`src/rtl/laser_host.sv`:
```
// Host-side driver and scorer for the two-circle laser coverage engine.
// Buffers a 40-point frame, streams it to the engine, then scores the returned circles.
module laser_host #(
    parameter int NPTS    = 40,
    parameter int R2      = 16,
    parameter int TIMEOUT = 20000
) (
    input  logic        CLK,
    input  logic        RST,
    input  logic        in_valid,
    output logic        in_ready,
    input  logic [3:0]  in_x,
    input  logic [3:0]  in_y,
    output logic        LRST,
    output logic [3:0]  X,
    output logic [3:0]  Y,
    input  logic        DONE,
    input  logic [3:0]  C1X,
    input  logic [3:0]  C1Y,
    input  logic [3:0]  C2X,
    input  logic [3:0]  C2Y,
    output logic        res_valid,
    input  logic        res_ready,
    output logic [7:0]  res_c1,
    output logic [7:0]  res_c2,
    output logic [5:0]  res_score,
    output logic [15:0] res_cycles,
    output logic        res_timeout
);
    localparam int IW = $clog2(NPTS);
    localparam logic [IW-1:0] LAST    = IW'(NPTS - 1);
    localparam logic [15:0]   TO_LAST = 16'(TIMEOUT - 1);

    typedef enum logic [2:0] {
        ST_LOAD,
        ST_STREAM,
        ST_WAIT,
        ST_SCORE,
        ST_REPORT
    } state_t;

    state_t        state_q;
    logic [7:0]    buf_q [NPTS];
    logic [IW-1:0] idx_q;
    logic [15:0]   wait_q;
    logic [5:0]    acc_q;
    logic          lrst_q;
    logic [3:0]    x_q, y_q;
    logic          rv_q, to_q;
    logic [7:0]    c1_q, c2_q;
    logic [5:0]    score_q;
    logic [15:0]   cycles_q;

    logic [IW-1:0] rd_idx_d;
    logic [7:0]    pt_d;
    logic          hit_d;
    logic          load_fire_d;

    function automatic logic in_circle(input logic [3:0] px, input logic [3:0] py,
                                       input logic [3:0] cx, input logic [3:0] cy);
        logic [3:0] dx, dy;
        logic [7:0] sx, sy;
        logic [8:0] d2;
        dx = (px >= cx) ? px - cx : cx - px;
        dy = (py >= cy) ? py - cy : cy - py;
        sx = {4'd0, dx} * {4'd0, dx};
        sy = {4'd0, dy} * {4'd0, dy};
        d2 = {1'b0, sx} + {1'b0, sy};
        return d2 <= 9'(R2);
    endfunction

    // One read port serves streaming (look one point ahead) and scoring.
    always_comb begin
        load_fire_d = (state_q == ST_LOAD) && in_valid;
        rd_idx_d    = idx_q;
        if (state_q == ST_LOAD)
            rd_idx_d = '0;
        else if (state_q == ST_STREAM && idx_q != LAST)
            rd_idx_d = idx_q + IW'(1);
        pt_d  = buf_q[rd_idx_d];
        hit_d = in_circle(pt_d[7:4], pt_d[3:0], c1_q[7:4], c1_q[3:0]) ||
                in_circle(pt_d[7:4], pt_d[3:0], c2_q[7:4], c2_q[3:0]);
    end

    always_ff @(posedge CLK) begin
        if (load_fire_d)
            buf_q[idx_q] <= {in_x, in_y};
    end

    always_ff @(posedge CLK or posedge RST) begin
        if (RST) begin
            state_q  <= ST_LOAD;
            idx_q    <= '0;
            wait_q   <= '0;
            acc_q    <= '0;
            lrst_q   <= 1'b1;
            x_q      <= '0;
            y_q      <= '0;
            rv_q     <= 1'b0;
            to_q     <= 1'b0;
            c1_q     <= '0;
            c2_q     <= '0;
            score_q  <= '0;
            cycles_q <= '0;
        end else begin
            case (state_q)
                ST_LOAD: begin
                    if (in_valid) begin
                        if (idx_q == LAST) begin
                            state_q <= ST_STREAM;
                            idx_q   <= '0;
                            lrst_q  <= 1'b0;
                            x_q     <= pt_d[7:4];
                            y_q     <= pt_d[3:0];
                        end else begin
                            idx_q <= idx_q + IW'(1);
                        end
                    end
                end
                ST_STREAM: begin
                    if (idx_q == LAST) begin
                        state_q <= ST_WAIT;
                        idx_q   <= '0;
                        x_q     <= '0;
                        y_q     <= '0;
                        wait_q  <= '0;
                    end else begin
                        idx_q <= idx_q + IW'(1);
                        x_q   <= pt_d[7:4];
                        y_q   <= pt_d[3:0];
                    end
                end
                ST_WAIT: begin
                    // DONE takes priority over a timeout landing on the same cycle.
                    if (DONE) begin
                        c1_q     <= {C1X, C1Y};
                        c2_q     <= {C2X, C2Y};
                        cycles_q <= wait_q;
                        lrst_q   <= 1'b1;
                        acc_q    <= '0;
                        idx_q    <= '0;
                        state_q  <= ST_SCORE;
                    end else if (wait_q == TO_LAST) begin
                        lrst_q   <= 1'b1;
                        to_q     <= 1'b1;
                        score_q  <= '0;
                        c1_q     <= '0;
                        c2_q     <= '0;
                        cycles_q <= 16'(TIMEOUT);
                        rv_q     <= 1'b1;
                        state_q  <= ST_REPORT;
                    end else if (wait_q != 16'hFFFF) begin
                        wait_q <= wait_q + 16'd1;
                    end
                end
                ST_SCORE: begin
                    acc_q <= acc_q + {5'd0, hit_d};
                    if (idx_q == LAST) begin
                        score_q <= acc_q + {5'd0, hit_d};
                        rv_q    <= 1'b1;
                        idx_q   <= '0;
                        state_q <= ST_REPORT;
                    end else begin
                        idx_q <= idx_q + IW'(1);
                    end
                end
                ST_REPORT: begin
                    if (res_ready) begin
                        rv_q    <= 1'b0;
                        to_q    <= 1'b0;
                        idx_q   <= '0;
                        state_q <= ST_LOAD;
                    end
                end
                default: state_q <= ST_LOAD;
            endcase
        end
    end

    assign in_ready    = (state_q == ST_LOAD);
    assign LRST        = lrst_q;
    assign X           = x_q;
    assign Y           = y_q;
    assign res_valid   = rv_q;
    assign res_c1      = c1_q;
    assign res_c2      = c2_q;
    assign res_score   = score_q;
    assign res_cycles  = cycles_q;
    assign res_timeout = to_q;

endmodule

```
`config.mk`:
```
export PLATFORM = sky130hd
export DESIGN_NAME = laser_host
export DESIGN_NICKNAME = d
export VERILOG_FILES = /design/src/rtl/laser_host.sv
export SDC_FILE = /design/constraint.sdc
export NUM_CORES = 1
export LEC_CHECK = 0
export CAP_MARGIN = 0
export CORE_ASPECT_RATIO = 0.8
export CORE_MARGIN = 1.5
export CORE_UTILIZATION = 27
export CTS_BUF_LIST = sky130_fd_sc_hd__clkbuf_16
export CTS_CLUSTER_SIZE = 28
export DETAILED_ROUTE_END_ITERATION = 6
export PLACE_DENSITY_LB_ADDON = 0.3
export SLEW_MARGIN = 15
export SYNTH_ARGS = -nofsm -noshare
export SYNTH_HDL_FRONTEND = slang
export SYNTH_SLANG_ARGS = --single-unit
```
`constraint.sdc`:
```
create_clock -name CLK -period 12 [get_ports CLK]
set_clock_uncertainty 0.2 [all_clocks]
set_input_delay 3 -clock CLK [delete_from_list [all_inputs] [get_ports CLK]]
set_output_delay 3 -clock CLK [all_outputs]
set_load 0.02 [all_outputs]
```
After elaboration in Yosys (flattened, before gate mapping)
Memories as Yosys holds them, arrays and structs flattened.
Cells that the tools add are included.
{ "totals": {"ff_bits": 80, "ram_bits": 320, "input_bits": 29, "out_inout_bits": 50, "elab_cells": 133, "mem_count": 1} }
{ "memory_table": {"columns": ["memory", "words", "width", "read_ports", "rd_clocked_by_memory_dff", "wr", "line", "source"], "rows": [
  ["buf_q", 40, 8, 1, 0, 1, "43", "logic [7:0] buf_q [NPTS];"]
]} }
{ "classes": {"add_sub_neg": 13, "mul": 4, "n_lt_le_gt_ge": 6, "eq_ne": 19, "mux": 54, "reduce_logical": 23} }
{ "op_table": {"columns": ["operator", "count"], "rows": [
  ["$mux 16", 6],
  ["$mux 6", 9],
  ["$mux 4", 10],
  ["$mul 4x4->8", 4],
  ["$pmux 16 s2", 1],
  ["$sub 4x4->4", 8],
  ["$mux 8", 3],
  ["$pmux 6 s2", 2],
  ["$pmux 6 s4", 1],
  ["$mux 3", 7],
  ["$add 8x8->9", 2],
  ["$le 9x5->1 const B", 2],
  ["$add 16x1->16 const B", 1],
  ["$eq 16x15->1 const B", 1],
  ["$ge 4x4->1", 4],
  ["$ne 16x16->1 const B", 1],
  ["$ne 2x2->1 const B", 8],
  ["$pmux 4 s2", 2],
  ["$reduce_and 4->1", 4],
  ["$pmux 3 s5", 1],
  ["$reduce_bool 2->1", 6],
  ["$reduce_and 5->1", 2],
  ["$mux 1", 9],
  ["$add 6x1->6", 1],
  ["19 further kinds", 24]
]} }

Logic depth before layout (Yosys ltp)
An unclocked memory read counts as a cell.
{ "logic_depth": {"word_depth": 14, "depth_mapped": 42, "ltp_nobuf": 37} }

Least setup slack after synthesis
OpenSTA, ideal clock, no wires.
{ "synth_path": {"kind": "reg-to-reg", "start": "reg idx_q[0]", "end": "reg acc_q[4]", "setup_time_ps": 128, "t_arrival_ps": 8673, "slack_ps": 2999, "stages_incl_launch_ff": 39, "path_cell_list": "dfrtp_1 ha_1 buf_2 and2_1 clkbuf_1 a211o_4 buf_6 and3_1 a211oi_1 nor3b_1 or4_4 o31ai_4 inv_1 fa_1 a21o_1 a21o_1 a21oi_1 mux2i_1 [3 not listed] fa_1 fa_1 inv_1 fa_1 ha_1 inv_1 fa_1 xor2_1 o21ai_0 a21oi_1 nand3_1 o41ai_1 ha_1 ha_1 nand3_1 and3_1 o21ai_0 o31ai_1"} }
{ "synth_between": {"elab_chain_len": 13, "word_cells_on_any_way": 33, "cone_classes": "add/sub (12); mul (4); order compare (6); eq/ne (1); mux (7); reduce/logical (2); memory (1)"} }
{ "synth_rtl": {"columns": ["element", "line", "source"], "rows": [
  ["from (decl)", "44", "logic [IW-1:0] idx_q;"],
  ["from (signal assigned)", "116", "idx_q <= idx_q + IW'(1);"],
  ["from (signal assigned)", "128", "idx_q <= idx_q + IW'(1);"],
  ["from (signal assigned)", "164", "idx_q <= idx_q + IW'(1);"],
  ["branches (longest 2 deep; another with $add 6x1->6)", null, null],
  ["$mux 6 (*)", "78", "else if (state_q == ST_STREAM && idx_q != LAST)"],
  ["$mux 6 (*)", "76", "if (state_q == ST_LOAD)"],
  ["$mem_v2 40x8 (*)", null, null],
  ["$sub 4x4->4, or another cell as far along", "64", "dx = (px >= cx) ? px - cx : cx - px;"],
  ["$mux 4 (on tied branches)", "64, 65", null],
  ["$mul 4x4->8 (on tied branches)", "66, 67", null],
  ["$add 8x8->9", "68", "d2 = {1'b0, sx} + {1'b0, sy};"],
  ["$le 9x5->1", "69", "return d2 <= 9'(R2);"],
  ["$logic_or 1x1->1 (*)", "81", "hit_d = in_circle(pt_d[7:4], pt_d[3:0], c1_q[7:4], c1_q[3:0]) ||"],
  ["$add 6x1->6 (*)", "157", "acc_q <= acc_q + {5'd0, hit_d};"],
  ["$pmux 6 s2 (*)", "106", "case (state_q)"],
  ["to (signal assigned)", "157", null],
  ["to (decl)", "46", "logic [5:0] acc_q;"]
]} }
Mark *: on every way between the ends.
A chain may end at the register's enable or synchronous reset.

Worst setup path in the final report
Ends and elaborated chain as after synthesis.

==> flow_summary.toml <==
[outcome]
outcome = "complete, no violations"

[flow_run]
maxCapViolations = 0

[detailed_routing]
ant_nets = 0
drt_pass1_iterations = 6
drt_iter0_markers = 1271
drc = 0
viasPerCell = 5.021
wl_per_cell_um = 20.91
vias = 13110
drt-total-wl_mm = 54.59

[synthesis]
ys_warn_count = 0
synth.top_cell.area_share_pct = 49.44
synth_area_leader_cell = "edfxtp_1"
synth_area_um2 = 19430
synth.net_count = 1705
ys_top_cells_by_area = "edfxtp_1, dfrtp_1, ha_1, nand2_1, fa_1"
syn_avg_cell_area_um2 = 12.33
ys_seq_elements = 400
async_flop_share_pct = 20.00
synth-main-ff-cell = "edfxtp_1"
ys_types = 79
synth_edf_count = 320
synthCells = 1576
seq_area_frac_synth_pct = 59.75

[clock_network]
clockBufferDepth = 3
cts_sinks = 400
cts_setup_buffers = 0
cts_resized = 0
cts_tree = "done"
ctsHoldBuffers = 0
clk_latency_ns = 0.57
path_clk_slew_ns = 0.06
cts_root_buffer = "clkbuf_16"
numCtsBuffers = 40
h-tree-depth = 2

[critical_path]
cp-end-kind = "flop"
worst_setup_path_start_kind = "flop"
critPathRequiredTime_ns = 12.23
crit_arrival_ns = 11.40
cp_num_buf_inv = 5
cpLargestDelayFamily = "adder cells"
slowest_delay_ns = 0.66
cpMostUsedCell = "fa_1"
timing.rr.start = "idx_q[0]$_DFFE_PP0P_"
cp_max_fo = 77
critical_path.slowest_cell = "dfrtp_1"
reg2reg_to = "acc_q[4]$_DFFE_PP0P_"
r2r.worst_path.cells = 34
critPathKind = "reg -> reg"
rrSetupSlack_ns = 0.83

[sta]
drv_slew = 0
min_period_ns = 11.17
fin_crit_sh_pct = 93.11
tightestPinTransition_ns = 1.185
tns_ns = 0
relSlewSlack_pct = 20.70
setup_viol = 0
finalHoldViolations = 0
rsz0062_at_grt = "false"
fmax_mhz = 89.50

[placement]
placed_cells = 2538
port-buffer-count = 78
dpl.hpwl_mm = 37.06
finalWeightedCongestion = 0.8653

[final_layout]
layout.nets = 1775
diodes = 0
syn_to_final_growth_pct = 15.86
layout-drive-gt1-share_pct = 8.174
multi_input_area_um2 = 7119
final_common_cell = "edfxtp_1"
fill_cells = 7054
seq_area_um2 = 11610
stdcell_count = 2610
mostFrequentLayoutCells = "edfxtp_1, nand2_1, nor2_1, inv_1, dfrtp_1"

[grt]
grt_util_met2_pct = 20.78
met1_usage_pct = 22.26
track_usage_pct = 14.72
grt_pass1_vias = 12880
use_met3_pct = 4.171
grt_max_degree = 81
grt-ovfl-total = 0
grt_pass1_wl_mm = 82.46
grt_most_used_layer = "met1"
antenna_found_initial = 0

[hold_path]
min_path_type = "reg -> reg"
holdPathEnd = "res_score[1]$_DFFE_PP0P_"
holdPathStages = 2
hp-start = "res_score[1]$_DFFE_PP0P_"

[die]
num_rows = 87
ios = 79
die-width_um = 303.0
die_y_um = 243.0
dieArea_um2 = 73610
start_util_pct = 27.43
core_area_um2 = 70860
==> flip-flops by register name, indices dropped and copies added, names as in the netlist <==
register / flops
buf_q: 320
res_cycles: 16
wait_q: 16
res_c1: 8
res_c2: 8
acc_q: 6
idx_q: 6
res_score: 6
X: 4
Y: 4
state_q: 3
LRST: 1
res_timeout: 1
res_valid: 1
==> cell families (layout without fill, tap and decap cells) <==
kind of cell             count (synthesis)  after routing  share of synthesized area [%]
multiplexers                            56             56                          2.936
adder cells (fa/ha/maj)                100            100                          7.597
AO/OA/AOI/OAI                          336            336                          12.49
flip-flops                             400            400                          59.75
AND/OR/NAND/NOR                        491            491                          12.14
buffers and inverters                  164            264                          3.747
XOR/XNOR                                29             29                          1.346
==> final cells by class <==
| class | instances | share of cell area [%] |
|---|---|---|
| Sequential cell | 400 | 51.57 |
| Multi-Input combinational cell | 1012 | 31.62 |
| Tap cell | 934 | 5.190 |
| Timing Repair Buffer | 110 | 4.662 |
| Clock buffer | 41 | 4.557 |
| Inverter | 82 | 1.373 |
| Clock inverter | 31 | 1.028 |
==> metrics by stage <==
stage / worst slack (ns) / hold WS, ns / cell area (um2) / util (%)
2_1_floorplan: 2.999 / 0.2713 / 19430 / -
4_1_cts: 0.8179 / 0.2829 / 22510 / 31.77
3_5_place_dp: 0.8812 / 0.2672 / 21260 / 29.99
5_1_grt: 0.1306 / 0.3099 / 22520 / 31.77
3_3_place_gp: 1.121 / 0.2620 / 21260 / 29.99
6_report: 0.8270 / 0.2750 / 22520 / 31.77
==> worst min-delay path, stage by stage, from the launching register on <==
cell	delay, ns
dfrtp_1	0.34
nand2_1	0.05
nand2_1	0.05
==> cells in the mapped netlist (10+ instances only) <==
master      n
dfrtp_1    79
and3_1     62
nand3_1    60
a22o_1     14
a21oi_1    45
o22a_1     10
nor2_1    105
mux2i_1    48
nand2_1   171
a211oi_1   63
xor2_1     13
xnor2_1    15
buf_2      23
a311oi_1   11
a21o_1     22
a31oi_1    24
buf_4      10
ha_1       70
o21ai_0    61
edfxtp_1  320
o31ai_1    10
fa_1       30
nor3_1     27
inv_1      82
clkbuf_1   40
==> worst max path at each step <==
stage | from | slack, ns | to | depth (start not counted)
floorplan | idx_q[0]$_DFFE_PP0P_ | 3.00 | acc_q[4]$_DFFE_PP0P_ | 38
global placement | idx_q[0]$_DFFE_PP0P_ | 1.12 | acc_q[4]$_DFFE_PP0P_ | 34
detailed placement | idx_q[0]$_DFFE_PP0P_ | 0.88 | acc_q[4]$_DFFE_PP0P_ | 34
CTS | idx_q[0]$_DFFE_PP0P_ | 0.82 | acc_q[4]$_DFFE_PP0P_ | 34
global route | idx_q[0]$_DFFE_PP0P_ | 0.13 | acc_q[4]$_DFFE_PP0P_ | 34
finish | idx_q[0]$_DFFE_PP0P_ | 0.83 | acc_q[4]$_DFFE_PP0P_ | 34
==> metal layers <==
layer | wire length [um] | vias up
met5 | 0 | -
met4 | 862 | 0
met3 | 4872 | 59
met2 | 22550 | 470
met1 | 26300 | 6568
li1 | - | 6008
Power is left out: the tool's default activity adds up to more than one toggle a clock period on the data nets, which glitch-free logic cannot reach.
